--- config.mk ---
export PLATFORM = sky130hd
export DESIGN_NAME = instr_fetch_unit_flat
export DESIGN_NICKNAME = d
export VERILOG_FILES = /design/src/rtl/instr_fetch_unit_if.sv /design/src/rtl/instr_fetch_unit.sv /design/src/flat_wrapper.sv
export SDC_FILE = /design/constraint.sdc
export NUM_CORES = 1
export LEC_CHECK = 0
export ABC_AREA = 1
export BUFFER_PORTS_ARGS = -buffer_cell sky130_fd_sc_hd__buf_2
export CAP_MARGIN = 0
export CELL_PAD_IN_SITES_DETAIL_PLACEMENT = 1
export CELL_PAD_IN_SITES_GLOBAL_PLACEMENT = 1
export CORE_ASPECT_RATIO = 1.4
export CORE_MARGIN = 2
export CORE_UTILIZATION = 40
export CTS_BUF_LIST = sky130_fd_sc_hd__clkbuf_8
export CTS_CLUSTER_DIAMETER = 80
export DETAILED_ROUTE_END_ITERATION = 16
export PLACE_DENSITY_LB_ADDON = 0.1
export REMOVE_ABC_BUFFERS = 1
export SLEW_MARGIN = 30
export SYNTH_ARGS = -nofsm -noshare
export SYNTH_HDL_FRONTEND = slang
export SYNTH_SLANG_ARGS = --single-unit
export TNS_END_PERCENT = 100
--- constraint.sdc ---
create_clock -name clk_i -period 8.15 [get_ports clk_i]
set_input_delay 0.815 -clock clk_i [delete_from_list [all_inputs] [get_ports clk_i]]
set_output_delay 0.815 -clock clk_i [all_outputs]
set_load 0.05 [all_outputs]
--- src/rtl/instr_fetch_unit_if.sv ---
// instr_fetch_unit_if: instruction-memory and decode-handshake bundle of the fetch unit
interface instr_fetch_unit_if;
  logic [31:0] imem_addr_o;
  logic [31:0] imem_data_i;
  logic [31:0] instr_o;
  logic [31:0] pc_o;
  logic [5:0]  op_o;
  logic        valid_o;
  logic        ready_i;
  logic        redirect_i;
  logic [31:0] redirect_pc_i;
  modport master (
    output imem_addr_o, instr_o, pc_o, op_o, valid_o,
    input  imem_data_i, ready_i, redirect_i, redirect_pc_i
  );
  modport slave (
    input  imem_addr_o, instr_o, pc_o, op_o, valid_o,
    output imem_data_i, ready_i, redirect_i, redirect_pc_i
  );
endinterface

--- src/rtl/instr_fetch_unit.sv ---
// instr_fetch_unit: PC owner and fetch buffer feeding decode over a valid/ready handshake
module instr_fetch_unit #(
  parameter logic [31:0] RESET_PC = 32'h0000_0000,
  parameter int          DEPTH    = 2
) (
  input logic clk_i,
  input logic rst_i,
  instr_fetch_unit_if.master bus
);
  localparam int PW = $clog2(DEPTH);
  localparam logic [PW:0] FULL = (PW+1)'(DEPTH);
  logic [31:0] pc_q, pc_d;
  logic [PW-1:0] rd_q, rd_d, wr_q, wr_d;
  logic [PW:0] cnt_q, cnt_d;
  logic [31:0] pcs_q [DEPTH];
  logic [31:0] pcs_d [DEPTH];
  logic [31:0] ins_q [DEPTH];
  logic [31:0] ins_d [DEPTH];
  logic [31:0] instr;
  logic pop, push, valid;
  always_comb begin
    valid = cnt_q != '0;
    pop = valid & bus.ready_i;
    push = ~bus.redirect_i & ((cnt_q < FULL) | pop);
    pcs_d = pcs_q;
    ins_d = ins_q;
    if (push) begin
      pcs_d[wr_q] = pc_q;
      ins_d[wr_q] = bus.imem_data_i;
    end
    // redirect flushes everything; a concurrent pop is irrelevant once the buffer is cleared
    rd_d = bus.redirect_i ? '0 : rd_q + PW'(pop);
    wr_d = bus.redirect_i ? '0 : wr_q + PW'(push);
    cnt_d = bus.redirect_i ? '0 : cnt_q + (PW+1)'(push) - (PW+1)'(pop);
    pc_d = bus.redirect_i ? (bus.redirect_pc_i & ~32'd3) : push ? pc_q + 32'd4 : pc_q;
  end
  always_ff @(posedge clk_i) begin
    if (rst_i) begin
      pc_q <= RESET_PC;
      rd_q <= '0;
      wr_q <= '0;
      cnt_q <= '0;
    end else begin
      pc_q <= pc_d;
      rd_q <= rd_d;
      wr_q <= wr_d;
      cnt_q <= cnt_d;
    end
    pcs_q <= pcs_d;
    ins_q <= ins_d;
  end
  assign instr = valid ? ins_q[rd_q] : '0;
  assign bus.imem_addr_o = pc_q;
  assign bus.valid_o = valid;
  assign bus.instr_o = instr;
  assign bus.pc_o = valid ? pcs_q[rd_q] : '0;
  assign bus.op_o = instr[31:26];
endmodule

--- src/flat_wrapper.sv ---
// flat-port wrapper written by rule: the top's interface ports become plain ports
module instr_fetch_unit_flat 
#(
  parameter logic [31:0] RESET_PC = 32'h0000_0000,
  parameter int          DEPTH    = 2
)
  (clk_i, rst_i, bus_imem_addr_o, bus_instr_o, bus_pc_o, bus_op_o, bus_valid_o, bus_imem_data_i, bus_ready_i, bus_redirect_i, bus_redirect_pc_i);
  instr_fetch_unit_if bus_i ();
  input logic clk_i;
  input logic rst_i;
  output wire logic [$bits(bus_i.imem_addr_o)-1:0] bus_imem_addr_o;
  output wire logic [$bits(bus_i.instr_o)-1:0] bus_instr_o;
  output wire logic [$bits(bus_i.pc_o)-1:0] bus_pc_o;
  output wire logic [$bits(bus_i.op_o)-1:0] bus_op_o;
  output wire logic [$bits(bus_i.valid_o)-1:0] bus_valid_o;
  input wire logic [$bits(bus_i.imem_data_i)-1:0] bus_imem_data_i;
  input wire logic [$bits(bus_i.ready_i)-1:0] bus_ready_i;
  input wire logic [$bits(bus_i.redirect_i)-1:0] bus_redirect_i;
  input wire logic [$bits(bus_i.redirect_pc_i)-1:0] bus_redirect_pc_i;
  assign bus_imem_addr_o = bus_i.imem_addr_o;
  assign bus_instr_o = bus_i.instr_o;
  assign bus_pc_o = bus_i.pc_o;
  assign bus_op_o = bus_i.op_o;
  assign bus_valid_o = bus_i.valid_o;
  assign bus_i.imem_data_i = bus_imem_data_i;
  assign bus_i.ready_i = bus_ready_i;
  assign bus_i.redirect_i = bus_redirect_i;
  assign bus_i.redirect_pc_i = bus_redirect_pc_i;
  instr_fetch_unit #(.RESET_PC(RESET_PC), .DEPTH(DEPTH)) u_core (.clk_i(clk_i), .rst_i(rst_i), .bus(bus_i));
endmodule
; After elaboration in Yosys (flattened, before gate mapping)
; Index checks and enable logic that the tools add are counted.
[totals]
regBits = 164
in_bits = 68
wordCells = 42
[classes]
n_addsub = 5
n_lt_le_gt_ge = 4
n_mux = 14
n_bitwise = 6
reduce_logical = 4
[ops]
columns = op, count
row1 = $mux W32, 11
row2 = $bwmux W64, 2
row3 = $add A32 B3 Y32 const B, 1
row4 = $demux W32 S1, 1
row5 = $ge A2 B2 Y1 const B, 2
row6 = $not A1 Y2, 2
row7 = $reduce_bool A2 Y1, 2
row8 = $add A1 B1 Y1, 2
row9 = $add A2 B1 Y2, 1
row10 = $and A1 B1 Y1, 2
row11 = $lt A2 B1 Y1 const B, 1
row12 = $lt A2 B2 Y1 const B, 1
row13 = $reduce_or A2 Y1, 1
row14 = $sub A2 B1 Y2, 1
row15 = $logic_and A1 B1 Y1, 1
row16 = $not A1 Y1, 1
row17 = $or A1 B1 Y1, 1

; Logic depth before layout (Yosys ltp)
[logic_depth]
word_depth = 6
depth_mapped = 10

; Worst setup path before layout
; OpenSTA, ideal clock, no wires.
[synth_path]
path_type = in2reg
from = input port bus_ready_i
to = register u_core.ins_q[0] (netlist name) (enable)
setup_time_ns = 0.427
arrival_time_ns = 2.999
required_time_ns = 7.723
setup_slack_ns = 4.724
stages = 6
path_buffers = 1
path_cell_list = inv_1 > nor2_4 > nor2_8 > nor2_2 > buf_2 > ha_1
[synth_via]
elab_chain_cells = 3
[synth_lines]
columns = element, line_no
row1 = start: declaration, flat_wrapper.sv:17  ; input wire logic [$bits(bus_i.ready_i)-1:0] bus_ready_i;
row2 = $and A1 B1 Y1, instr_fetch_unit.sv:23  ; pop = valid & bus.ready_i;
row3 = $or A1 B1 Y1, instr_fetch_unit.sv:24  ; push = ~bus.redirect_i & ((cnt_q < FULL) | pop);
row4 = $and A1 B1 Y1, instr_fetch_unit.sv:24
row5 = end signal: assignment, instr_fetch_unit.sv:50  ; ins_q <= ins_d;
row6 = end: declaration, instr_fetch_unit.sv:17  ; logic [31:0] ins_q [DEPTH];
; Every way passes these cells.
; A chain may end at the register's enable or synchronous reset.

; Worst setup path in the final report
[layout_path]
from = register u_core.rd_q
to = output port bus_pc_o[8]
[layout_via]
elab_chain_cells = 5
[layout_lines]
columns = element, line_no
row1 = start: declaration, instr_fetch_unit.sv:13  ; logic [PW-1:0] rd_q, rd_d, wr_q, wr_d;
row2 = start signal: assignment, instr_fetch_unit.sv:45  ; rd_q <= rd_d;
row3 = $not A1 Y2 (not written as such), instr_fetch_unit.sv:56  ; assign bus.pc_o = valid ? pcs_q[rd_q] : '0;
row4 = $mux W32 (not written as such) (3 in series), instr_fetch_unit.sv:56
row5 = $mux W32, instr_fetch_unit.sv:56
row6 = end: declaration, flat_wrapper.sv:13  ; output wire logic [$bits(bus_i.pc_o)-1:0] bus_pc_o;
; Every way passes these cells. The select of a mux whose other input is x is not followed.

==> impl_metrics.ini <==
[clocking]
clk_pin_slew_ns = 0.10
h-tree-depth = 4
cts_max_path_buffers = 2
hold_buffers = 0
cts_buffers = 17
clockRootBuffer = clkbuf_8
cts_tree = done
clk_latency_ns = 0.44
cts_setup_buffers = 0
cts_sinks = 158
cts_resized = 0

[power]
sw_frac_of_total_pct = 31.1
pwr-share-comb_pct = 16.2
pwr_density_cell_nw_per_um2 = 226
intPower_mw = 1.30
peakVddDrop_mv = 0.0979
p_leak_nw = 3.40
seq_power_share_pct = 50.3
power.share.clock_pct = 33.6
p_sw_uw = 590

[logic_synthesis]
synth_top_area_share_pct = 53.7
yosys.cell_count.top_type = nand2_1
synthTopCellsByArea = edfxtp_1 54%, nand2_1 13%, dfxtp_1 9.8%
synth.avg_cell_area_um2 = 9.63
synth_edf_count = 124
async_reset_ff_share_pct = 0
synth_cells = 720
ys_warn_count = 0
ys_ff_latch = 158
ys_seq_area_share_pct = 63.5
ys.flop_type = edfxtp_1
ys_types = 31
synth.cell_area_um2 = 6930
synth_common_cells = 246 x nand2_1, 124 x edfxtp_1, 80 x a21oi_1
synth_top_area_cell = edfxtp_1

[timing]
setup-violations-final = 0
fin_skew_ns = 0.0161
max_freq_mhz = 346
tns_ns = 0
worst_slew_pin_slew_ns = 0.763
hold_violations = 0
rsz0062_at_grt = no
min_period_ns = 2.89
final-max-slew-violation-count = 0
slew_headroom_pct = 49.1
period_share_pct = 35.5

[critical_path]
setup.worst_path.end_class = output port
r2r-end = u_core.pcs_q[17]$_DFFE_PP_
r2r_slack_ns = 5.35
cp.arrival_ns = 2.08
cp_slowest_stage_delay_ns = 0.56
rr_worst_depth = 7
path_buf_inv = 2
path_class = flop to output port
crit_chain = buf_4, nand2_1, a21oi_1, buf_2
worstPathRequired_ns = 7.34
slowest_stage = buf_4
worst_setup_path_start_kind = flop
cp_top_family = buffers and inverters
path_max_fanout = 64
r2r_start = u_core.cnt_q[1]$_SDFF_PP0_

[global_routing]
gr-total-overflow = 0
use_met3_pct = 3.42
grt_max_degree = 65
met2_usage_pct = 39.2
grt_first_pass_wirelength_um = 30500
grt_pass1_vias = 5950
grt_antenna_before_repair = 0
grt_usage_pct = 21.3
top_usage_layer = met2
grt_use_met1_pct = 24.5

[route]
drt_pass1_iterations = 4
drc = 0
wl_per_cell_um = 17.1
vias = 5581
drtAntennaViolNets = 0
wl_um = 19100
drtIter0Drc = 327
viasPerCell = 5.00

[floorplanning]
num_rows = 56
die_w_um = 115
fp.dieH_um = 160
die-area_um2 = 18400
core-area_um2 = 16900
initial_utilization_pct = 41.0
ios = 171

[placed_design]
globalplace.congestion = 0.844
numPortBuffers = 164
dp_hpwl_um = 12600
dp.cells = 1082

[final_layout]
fillers = 1965
finalNetCount = 944
syn_to_final_growth_pct = 21.1
instances_no_fill = 1116
drive_above_1_share_pct = 24.3

[hold_path]
min_to = u_core.pcs_q[63]$_DFFE_PP_
hold_depth = 0
min_from = u_core.bus.imem_addr_o[31]$_SDFFE_PP0P_
hp-class = flop to flop

[run]
maxCapViolCount = 0

[outcome]
status = completed
-- kinds of logic after synthesis --
| group | share of synthesized area, % |
|---|---|
| xor+xnor | 0.506 |
| compound gates | 9.32 |
| buf+inv | 5.47 |
| flops | 63.5 |
| simple gates | 20.2 |
| other cells | 0.0541 |
| fa+ha+maj | 0.903 |
-- power groups by stage --
stage                     sequential (mW)  combinational (mW)  clock, mW
after floorplan                     0.995               0.179          0
after global placement              0.966               0.298          0
after detailed placement            0.971               0.306          0
after CTS                           0.952               0.307      0.651
after global routing                0.957               0.330      0.682
final                               0.951               0.306      0.636
-- through the flow --
stage | worst slack [ns] | power, mW | area, µm² | utilization, % | hold slack, ns
after CTS | 5.12 | 1.91 | 8340 | 49.4 | 0.524
after detailed placement | 5.11 | 1.28 | 7910 | 46.8 | 0.527
after floorplan | 4.21 | 1.17 | 6750 | - | 0.536
after global placement | 5.12 | 1.26 | 7910 | 46.8 | 0.519
after global routing | 5.08 | 1.97 | 8390 | 49.7 | 0.524
final | 5.26 | 1.89 | 8390 | 49.7 | 0.539
-- cell usage in the layout (no fill, tap or decap), types with 2 or more instances in the layout --
cell | Yosys | routed
nand2_1 | 246 | 246
buf_2 | 3 | 164
edfxtp_1 | 124 | 124
a21oi_1 | 80 | 80
inv_1 | 47 | 47
nor2_1 | 40 | 40
nand3_1 | 34 | 34
dfxtp_1 | 34 | 33
clkbuf_8 | 0 | 17
o21ai_0 | 12 | 12
a31oi_1 | 12 | 12
o21ai_1 | 7 | 7
nand4_1 | 6 | 6
o21bai_1 | 5 | 5
inv_6 | 0 | 5
nor3_1 | 4 | 4
conb_1 | 1 | 4
nor2_2 | 3 | 3
xnor2_1 | 3 | 3
ha_1 | 5 | 3
clkinvlp_4 | 0 | 3
bufinv_16 | 0 | 3
buf_4 | 11 | 3
nor2_4 | 2 | 2
nand2_2 | 2 | 2
and2_1 | 2 | 2
o211ai_1 | 2 | 2
or2_2 | 2 | 2
a211oi_1 | 2 | 2
ha_4 | 0 | 2
clkinv_8 | 0 | 2
-- final cells by class --
class                   count  area, µm²  area share (%)
diodes                      1       2.50          0.0298
clock buffers              17        234            2.79
clock inverters            14        200            2.39
inverters                  49        186            2.22
multi-input cells         476       2180            26.0
flip-flops and latches    158       4410            52.5
well taps                 232        290            3.46
repair buffers            169        891            10.6
-- per-layer routing --
layer | up-vias | routed length [µm]
li1 | 2721 | -
met1 | 2685 | 7830
met4 | 0 | 388
met5 | - | 0
met3 | 30 | 711
met2 | 145 | 10100
-- sequential cells by signal, indices dropped and copies added (netlist names) --
| register | cells |
|---|---|
| u_core.ins_q | 64 |
| u_core.pcs_q | 60 |
| u_core.bus.imem_addr_o | 30 |
| u_core.cnt_q | 2 |
| u_core.rd_q | 1 |
| u_core.wr_q | 1 |
-- how the worst max path moves through the flow --
stage / startpoint / end / slack [ns] / cells after the start
2_1_floorplan: u_core.rd_q$_SDFF_PP0_ / bus_instr_o[26] / 4.21 / 3
3_3_place_gp: bus_ready_i / u_core.pcs_q[20]$_DFFE_PP_ / 5.12 / 6
3_5_place_dp: bus_ready_i / u_core.ins_q[35]$_DFFE_PP_ / 5.11 / 6
4_1_cts: u_core.cnt_q[1]$_SDFF_PP0_ / u_core.pcs_q[56]$_DFFE_PP_ / 5.12 / 6
5_1_grt: u_core.rd_q$_SDFF_PP0_ / bus_pc_o[8] / 5.08 / 4
6_report: u_core.rd_q$_SDFF_PP0_ / bus_pc_o[8] / 5.26 / 4
-- worst register-to-register path, cell delays in order (launching register included) --
cell and delay (ns):
dfxtp_1 0.43, nor2_4 0.05, buf_4 0.32, nor2_4 0.29, nor2_8 0.07, nor2_2 0.49
ha_4 0.51, buf_12 0.31
(Power assumes the default switching activity.)
